$ cat src/rtl/divider_arbiter.sv
// ---------------------------------------------------------------------------
// divider_arbiter
//
// Purpose:
//   Shares one iterative fixed-point divider between two requesters. A
//   round-robin arbiter accepts one request at a time, launches the divider
//   with a one-cycle start pulse, waits for its completion (or a watchdog
//   timeout) and routes the quotient and flags back to the owning requester.
//   A zero divisor is answered directly without starting the divider.
//
// Handshake:
//   A requester raises reqN with aN/bN stable and keeps them until ackN.
//   ackN is a combinational one-cycle pulse in the IDLE cycle where the
//   request is taken; the operands are latched on that clock edge. doneN is
//   a one-cycle registered pulse; qN/dvzN/ovfN/errN are valid with it and
//   hold until the next doneN. A request still (or again) high after doneN
//   is a new request.
//
// Ports:
//   clock, reset            clock (rising edge), async active-high reset
//   req0/a0/b0              requester 0 request, dividend, divisor
//   ack0/done0              requester 0 accept pulse, result pulse
//   q0/dvz0/ovf0/err0       requester 0 quotient and flags (held)
//   req1 ... err1           same for requester 1
//   div_a/div_b/div_start   operands and start pulse to the divider
//   div_busy/div_valid      divider busy and result-valid
//   div_q/div_dvz/div_ovf   divider quotient and flags
//   dbg_state_o             current FSM state (debug)
// ---------------------------------------------------------------------------
module divider_arbiter #(
  parameter int WIDTH   = 10,
  parameter int TIMEOUT = 255
) (
  input  logic             clock,
  input  logic             reset,
  input  logic             req0,
  input  logic [WIDTH-1:0] a0,
  input  logic [WIDTH-1:0] b0,
  output logic             ack0,
  output logic             done0,
  output logic [WIDTH-1:0] q0,
  output logic             dvz0,
  output logic             ovf0,
  output logic             err0,
  input  logic             req1,
  input  logic [WIDTH-1:0] a1,
  input  logic [WIDTH-1:0] b1,
  output logic             ack1,
  output logic             done1,
  output logic [WIDTH-1:0] q1,
  output logic             dvz1,
  output logic             ovf1,
  output logic             err1,
  output logic [WIDTH-1:0] div_a,
  output logic [WIDTH-1:0] div_b,
  output logic             div_start,
  input  logic             div_busy,
  input  logic             div_valid,
  input  logic [WIDTH-1:0] div_q,
  input  logic             div_dvz,
  input  logic             div_ovf,
  output logic [1:0]       dbg_state_o
);

  typedef enum logic [1:0] {
    ST_IDLE    = 2'd0,
    ST_LAUNCH  = 2'd1,
    ST_WAIT    = 2'd2,
    ST_RESPOND = 2'd3
  } state_t;

  // The timeout fires on the last WAIT cycle so that the start cycle, the
  // WAIT cycles and the RESPOND cycle add up to exactly TIMEOUT cycles from
  // the start pulse to the done pulse.
  localparam logic [7:0] TO_LAST = 8'(TIMEOUT - 3);

  state_t           state_q, state_d;
  logic             owner_q, owner_d;
  logic             last_grant_q, last_grant_d;
  logic [WIDTH-1:0] a_q, a_d;
  logic [WIDTH-1:0] b_q, b_d;
  logic [7:0]       cnt_q, cnt_d;

  // Result of the operation in flight, written to the owner in RESPOND.
  logic [WIDTH-1:0] rq_q, rq_d;
  logic             rdvz_q, rdvz_d;
  logic             rovf_q, rovf_d;
  logic             rerr_q, rerr_d;

  // Per-requester result registers.
  logic             done0_q, done0_d;
  logic [WIDTH-1:0] q0_q, q0_d;
  logic             dvz0_q, dvz0_d;
  logic             ovf0_q, ovf0_d;
  logic             err0_q, err0_d;
  logic             done1_q, done1_d;
  logic [WIDTH-1:0] q1_q, q1_d;
  logic             dvz1_q, dvz1_d;
  logic             ovf1_q, ovf1_d;
  logic             err1_q, err1_d;

  // Arbitration.
  logic             elig0, elig1;
  logic             gnt_any;
  logic             gnt_sel;
  logic             do_grant;
  logic [WIDTH-1:0] gnt_a, gnt_b;

  // A port whose done is pulsing this cycle is not granted in the same
  // cycle, so ack and done never coincide on one port; it is taken on the
  // following IDLE cycle.
  always_comb begin
    elig0   = req0 & ~done0_q;
    elig1   = req1 & ~done1_q;
    gnt_any = elig0 | elig1;
    if (elig0 && elig1) begin
      gnt_sel = ~last_grant_q;
    end else begin
      gnt_sel = elig1;
    end
  end

  assign gnt_a    = gnt_sel ? a1 : a0;
  assign gnt_b    = gnt_sel ? b1 : b0;
  assign do_grant = (state_q == ST_IDLE) & gnt_any & ~reset;

  assign ack0      = do_grant & ~gnt_sel;
  assign ack1      = do_grant & gnt_sel;
  assign div_start = (state_q == ST_LAUNCH) & ~div_busy & ~reset;

  // Next-state and datapath.
  always_comb begin
    state_d      = state_q;
    owner_d      = owner_q;
    last_grant_d = last_grant_q;
    a_d          = a_q;
    b_d          = b_q;
    cnt_d        = cnt_q;
    rq_d         = rq_q;
    rdvz_d       = rdvz_q;
    rovf_d       = rovf_q;
    rerr_d       = rerr_q;
    done0_d      = 1'b0;
    q0_d         = q0_q;
    dvz0_d       = dvz0_q;
    ovf0_d       = ovf0_q;
    err0_d       = err0_q;
    done1_d      = 1'b0;
    q1_d         = q1_q;
    dvz1_d       = dvz1_q;
    ovf1_d       = ovf1_q;
    err1_d       = err1_q;

    unique case (state_q)
      ST_IDLE: begin
        if (do_grant) begin
          owner_d      = gnt_sel;
          last_grant_d = gnt_sel;
          a_d          = gnt_a;
          b_d          = gnt_b;
          if (gnt_b == '0) begin
            rq_d    = '0;
            rdvz_d  = 1'b1;
            rovf_d  = 1'b0;
            rerr_d  = 1'b0;
            state_d = ST_RESPOND;
          end else begin
            state_d = ST_LAUNCH;
          end
        end
      end

      ST_LAUNCH: begin
        if (!div_busy) begin
          cnt_d   = '0;
          state_d = ST_WAIT;
        end
      end

      ST_WAIT: begin
        cnt_d = cnt_q + 8'd1;
        if (div_valid) begin
          rq_d    = div_q;
          rdvz_d  = div_dvz;
          rovf_d  = div_ovf;
          rerr_d  = 1'b0;
          state_d = ST_RESPOND;
        end else if (cnt_q == TO_LAST) begin
          rq_d    = '0;
          rdvz_d  = 1'b0;
          rovf_d  = 1'b0;
          rerr_d  = 1'b1;
          state_d = ST_RESPOND;
        end
      end

      ST_RESPOND: begin
        if (owner_q == 1'b0) begin
          q0_d    = rq_q;
          dvz0_d  = rdvz_q;
          ovf0_d  = rovf_q;
          err0_d  = rerr_q;
          done0_d = 1'b1;
        end else begin
          q1_d    = rq_q;
          dvz1_d  = rdvz_q;
          ovf1_d  = rovf_q;
          err1_d  = rerr_q;
          done1_d = 1'b1;
        end
        state_d = ST_IDLE;
      end

      default: state_d = ST_IDLE;
    endcase
  end

  always_ff @(posedge clock or posedge reset) begin
    if (reset) begin
      state_q      <= ST_IDLE;
      owner_q      <= 1'b0;
      last_grant_q <= 1'b1;
      a_q          <= '0;
      b_q          <= '0;
      cnt_q        <= '0;
      rq_q         <= '0;
      rdvz_q       <= 1'b0;
      rovf_q       <= 1'b0;
      rerr_q       <= 1'b0;
      done0_q      <= 1'b0;
      q0_q         <= '0;
      dvz0_q       <= 1'b0;
      ovf0_q       <= 1'b0;
      err0_q       <= 1'b0;
      done1_q      <= 1'b0;
      q1_q         <= '0;
      dvz1_q       <= 1'b0;
      ovf1_q       <= 1'b0;
      err1_q       <= 1'b0;
    end else begin
      state_q      <= state_d;
      owner_q      <= owner_d;
      last_grant_q <= last_grant_d;
      a_q          <= a_d;
      b_q          <= b_d;
      cnt_q        <= cnt_d;
      rq_q         <= rq_d;
      rdvz_q       <= rdvz_d;
      rovf_q       <= rovf_d;
      rerr_q       <= rerr_d;
      done0_q      <= done0_d;
      q0_q         <= q0_d;
      dvz0_q       <= dvz0_d;
      ovf0_q       <= ovf0_d;
      err0_q       <= err0_d;
      done1_q      <= done1_d;
      q1_q         <= q1_d;
      dvz1_q       <= dvz1_d;
      ovf1_q       <= ovf1_d;
      err1_q       <= err1_d;
    end
  end

  assign done0       = done0_q;
  assign q0          = q0_q;
  assign dvz0        = dvz0_q;
  assign ovf0        = ovf0_q;
  assign err0        = err0_q;
  assign done1       = done1_q;
  assign q1          = q1_q;
  assign dvz1        = dvz1_q;
  assign ovf1        = ovf1_q;
  assign err1        = err1_q;
  assign div_a       = a_q;
  assign div_b       = b_q;
  assign dbg_state_o = state_q;

endmodule

$ cat config.mk
export PLATFORM = sky130hd
export DESIGN_NAME = divider_arbiter
export DESIGN_NICKNAME = d
export VERILOG_FILES = /design/src/rtl/divider_arbiter.sv
export SDC_FILE = /design/constraint.sdc
export NUM_CORES = 1
export LEC_CHECK = 0
export BUFFER_PORTS_ARGS = -buffer_cell sky130_fd_sc_hd__buf_2
export CAP_MARGIN = 20
export CORE_UTILIZATION = 45
export CTS_BUF_LIST = sky130_fd_sc_hd__clkbuf_4
export DETAILED_ROUTE_END_ITERATION = 7
export MAX_ROUTING_LAYER = met4
export PLACE_DENSITY = 0.73
export SLEW_MARGIN = 10
export SYNTH_ARGS = -nofsm -noshare
export SYNTH_HDL_FRONTEND = slang
export SYNTH_SLANG_ARGS = --single-unit
export TNS_END_PERCENT = 5
$ cat constraint.sdc
create_clock -name clock -period 5.65 [get_ports clock]
set_input_delay 1.13 -clock clock [delete_from_list [all_inputs] [get_ports clock]]
set_output_delay 1.13 -clock clock [all_outputs]
set_load 0.005 [all_outputs]
==> flow_summary_export.csv <==
group,metric,value,unit
timing,tightest_slew,882,ps
floorplan,core_area,0.00691,sq mm
timing,rsz0062_at_grt,"false",
synth,synth_fp_nets,330,
global_route,grt_pass1_vias,2322,
floorplan,rows,30,
power_and_ir_drop,power,1890,uW
cts,clockBufferDepth,2,
place,port_buffers,110,
worst_setup_path,critPathMaxFanout,31,
global_route,grt_pass1_wl,11100,microns
cts,clkLatencyLatePin,420,ps
cts,cts-root-buf,"clkbuf_4",
place,hpwl,4960,microns
global_route,antenna_found_initial,0,
worst_setup_path,crit_arrival,2490,ps
timing,setup_violations,0,
cts,post_cts_buffers,0,
route,drc,0,
timing,slew_viol_final,0,
timing,fin_ws,2030,ps
timing,clock.fmax,0.276,GHz
worst_hold_path,hold_depth,2,
worst_hold_path,hp-class,"reg -> reg",
run,drv_cap,0,
final_layout,fin_area,0.00404,sq mm
place,dpl-instance-area,0.00389,sq mm
cts,hold_buffers,0,
worst_setup_path,reg2reg_depth,7,
timing,min_period_over_period,64.1,%
global_route,grt_max_degree,74,
timing,final_hold_viol_count,0,
timing,min_period,3620,ps
synth,ys_warn_count,0,
place,post-place-ws,2040,ps
route,postRouteAntennaNets,0,
cts,clkTransAtPathRegs,120,ps
route,wl,6730,microns
floorplan,initial_core_util,47.2,%
synth,avgSynthCellArea,12.3,sq um
synth,synth_cells,265,
worst_hold_path,worstHoldStart,"div_b[3]$_DFFE_PP0P_",
timing,skew,17.7,ps
synth,yosys.cell_types.count,36,
cts,cts_tree,"built",
final_layout,mostFrequentLayoutCells,"buf_2 (110), dfrtp_1 (72), nand2_1 (31)",
worst_setup_path,r2r-end,"rq_q[6]$_DFFE_PP0P_",
floorplan,ios,111,
cts,cts.repair.resized,0,
timing,slew_headroom,41.2,%
route,vias_per_cell,4.97,
synth,ys_seq_area_share,56.1,%
final_layout,finalNetCount,443,
final_layout,fill_cells,618,
timing,whs,487,ps
final_layout,drive_gt1_share,44.4,%
worst_hold_path,min_delay_worst_endpoint,"div_b[3]$_DFFE_PP0P_",
floorplan,die_w,87.1,microns
power_and_ir_drop,ir_drop,275,uV
power_and_ir_drop,power_density,468,mW/mm^2
global_route,grt_usage,20.1,%
cts,cts_buffers,9,
cts,cts.sinks,73,
route,vias,2380,
worst_setup_path,start_kind,"input port",
cts,htreeDepth,3,
timing,fin_setup_tns,0,ps
outcome,status,"complete, no violations",
final_layout,final_common_cell,"buf_2",
worst_setup_path,crit_path_end_kind,"output port",
route,first_pass_iters,4,
synth,synth_area,0.00326,sq mm
floorplan,die_area,0.00759,sq mm
worst_setup_path,cp.required,4520,ps
power_and_ir_drop,leakage,0.00219,uW
worst_setup_path,timing.rr.start,"dbg_state_o[0]$_DFFE_PP0P_",
synth,ys_seq_elements,73,
worst_setup_path,crit_type,"in -> out",
worst_setup_path,r2r_slack,3310,ps
global_route,grt_overflow,0,
final_layout,area_growth,23.8,%
place,globalplace.congestion,0.777,
route,drt_iter0_drc,68,
floorplan,fp.dieH,87.1,microns
route,wire_per_inst,14.1,microns
final_layout,antenna_cells,0,
Yosys cell counts, drive strengths merged:
library cell,instances,share of area (%)
dfrtp,72,55
nand2,31,3.6
mux2,29,10
o21ai,25,4.0
mux2i,22,6.8
a22o,11,3.0
nor2,9,1.0
ha,7,2.7
inv,7,0.81
clkbuf,6,0.69
buf,5,1.1
nand3,5,0.77
a21oi,4,0.61
or4,4,1.2
xor2,4,1.1
nand2b,3,0.58
nand4,3,0.58
nor2b,3,0.65
a21o,2,0.46
nand3b,2,0.84
nor4,2,1.3
or3,2,0.38
a21bo,1,0.31
and3,1,0.19
dfstp,1,0.81
nor3b,1,0.38
o211ai,1,0.38
o21a,1,0.23
o22ai,1,0.19
critical path, cell delays in order:
cell,delay (ps)
buf_2,110
nor2b_2,180
o211ai_2,490
buf_4,370
a21oi_1,70
buf_2,140
per-layer routing:
| metal | global-route usage, % | vias to the layer above | wire length (microns) |
|---|---|---|---|
| li1 | - | 1163 | - |
| met1 | 25.0 | 1149 | 3100 |
| met2 | 31.7 | 57 | 3260 |
| met3 | 6.07 | 11 | 268 |
| met4 | 6.26 | 0 | 110 |
| met5 | - | - | 0 |
worst max path at each step:
stage | slack (ps) | cells past startpoint | endpoint | startpoint
detailed placement | 2040 | 6 | ack0 | req1
floorplan | 920 | 4 | ack0 | reset
CTS | 2040 | 6 | ack0 | req1
global placement | 2050 | 6 | ack0 | req1
global route | 1900 | 6 | ack0 | req1
finish | 2030 | 6 | ack0 | req1
metrics by stage:
step,utilization (%),cells
3_5_place_dp,56.4,463
4_1_cts,58.4,479
2_1_floorplan,-,265
6_report,58.4,479
3_3_place_gp,56.4,463
5_1_grt,58.4,479
report_power, final:
group | internal, uW | total (uW) | switching [uW]
Combinational | 363 | 700 | 337
Sequential | 734 | 863 | 128
Clock | 141 | 327 | 186
cells by family after synthesis:
| family | Yosys count | synth area share [%] |
|---|---|---|
| buffers and inverters | 18 | 2.61 |
| AO/OA/AOI/OAI | 46 | 9.10 |
| multiplexers | 51 | 17.0 |
| flip-flops | 73 | 56.1 |
| adder cells (fa/ha/maj) | 7 | 2.69 |
| AND/OR/NAND/NOR | 66 | 11.4 |
| XOR/XNOR | 4 | 1.07 |
area by class of cell:
type | instances | area, sq um | area share, %
Sequential cell | 73 | 1830 | 45.3
Multi-Input combinational cell | 174 | 1350 | 33.4
Inverter | 7 | 26.3 | 0.651
Clock buffer | 10 | 75.1 | 1.86
Tap cell | 96 | 120 | 2.98
Timing Repair Buffer | 113 | 573 | 14.2
Clock inverter | 6 | 67.6 | 1.67
registers in the layout (all words and copies together), names as in the netlist:
register,cells
err0,1
div_a,10
q0,10
last_grant_q,1
dbg_state_o,2
rdvz_q,1
ovf0,1
dvz1,1
q1,10
div_b,10
err1,1
rerr_q,1
ovf1,1
done0,1
rovf_q,1
owner_q,1
dvz0,1
done1,1
rq_q,10
cnt_q,8
(Power assumes the default switching activity.)
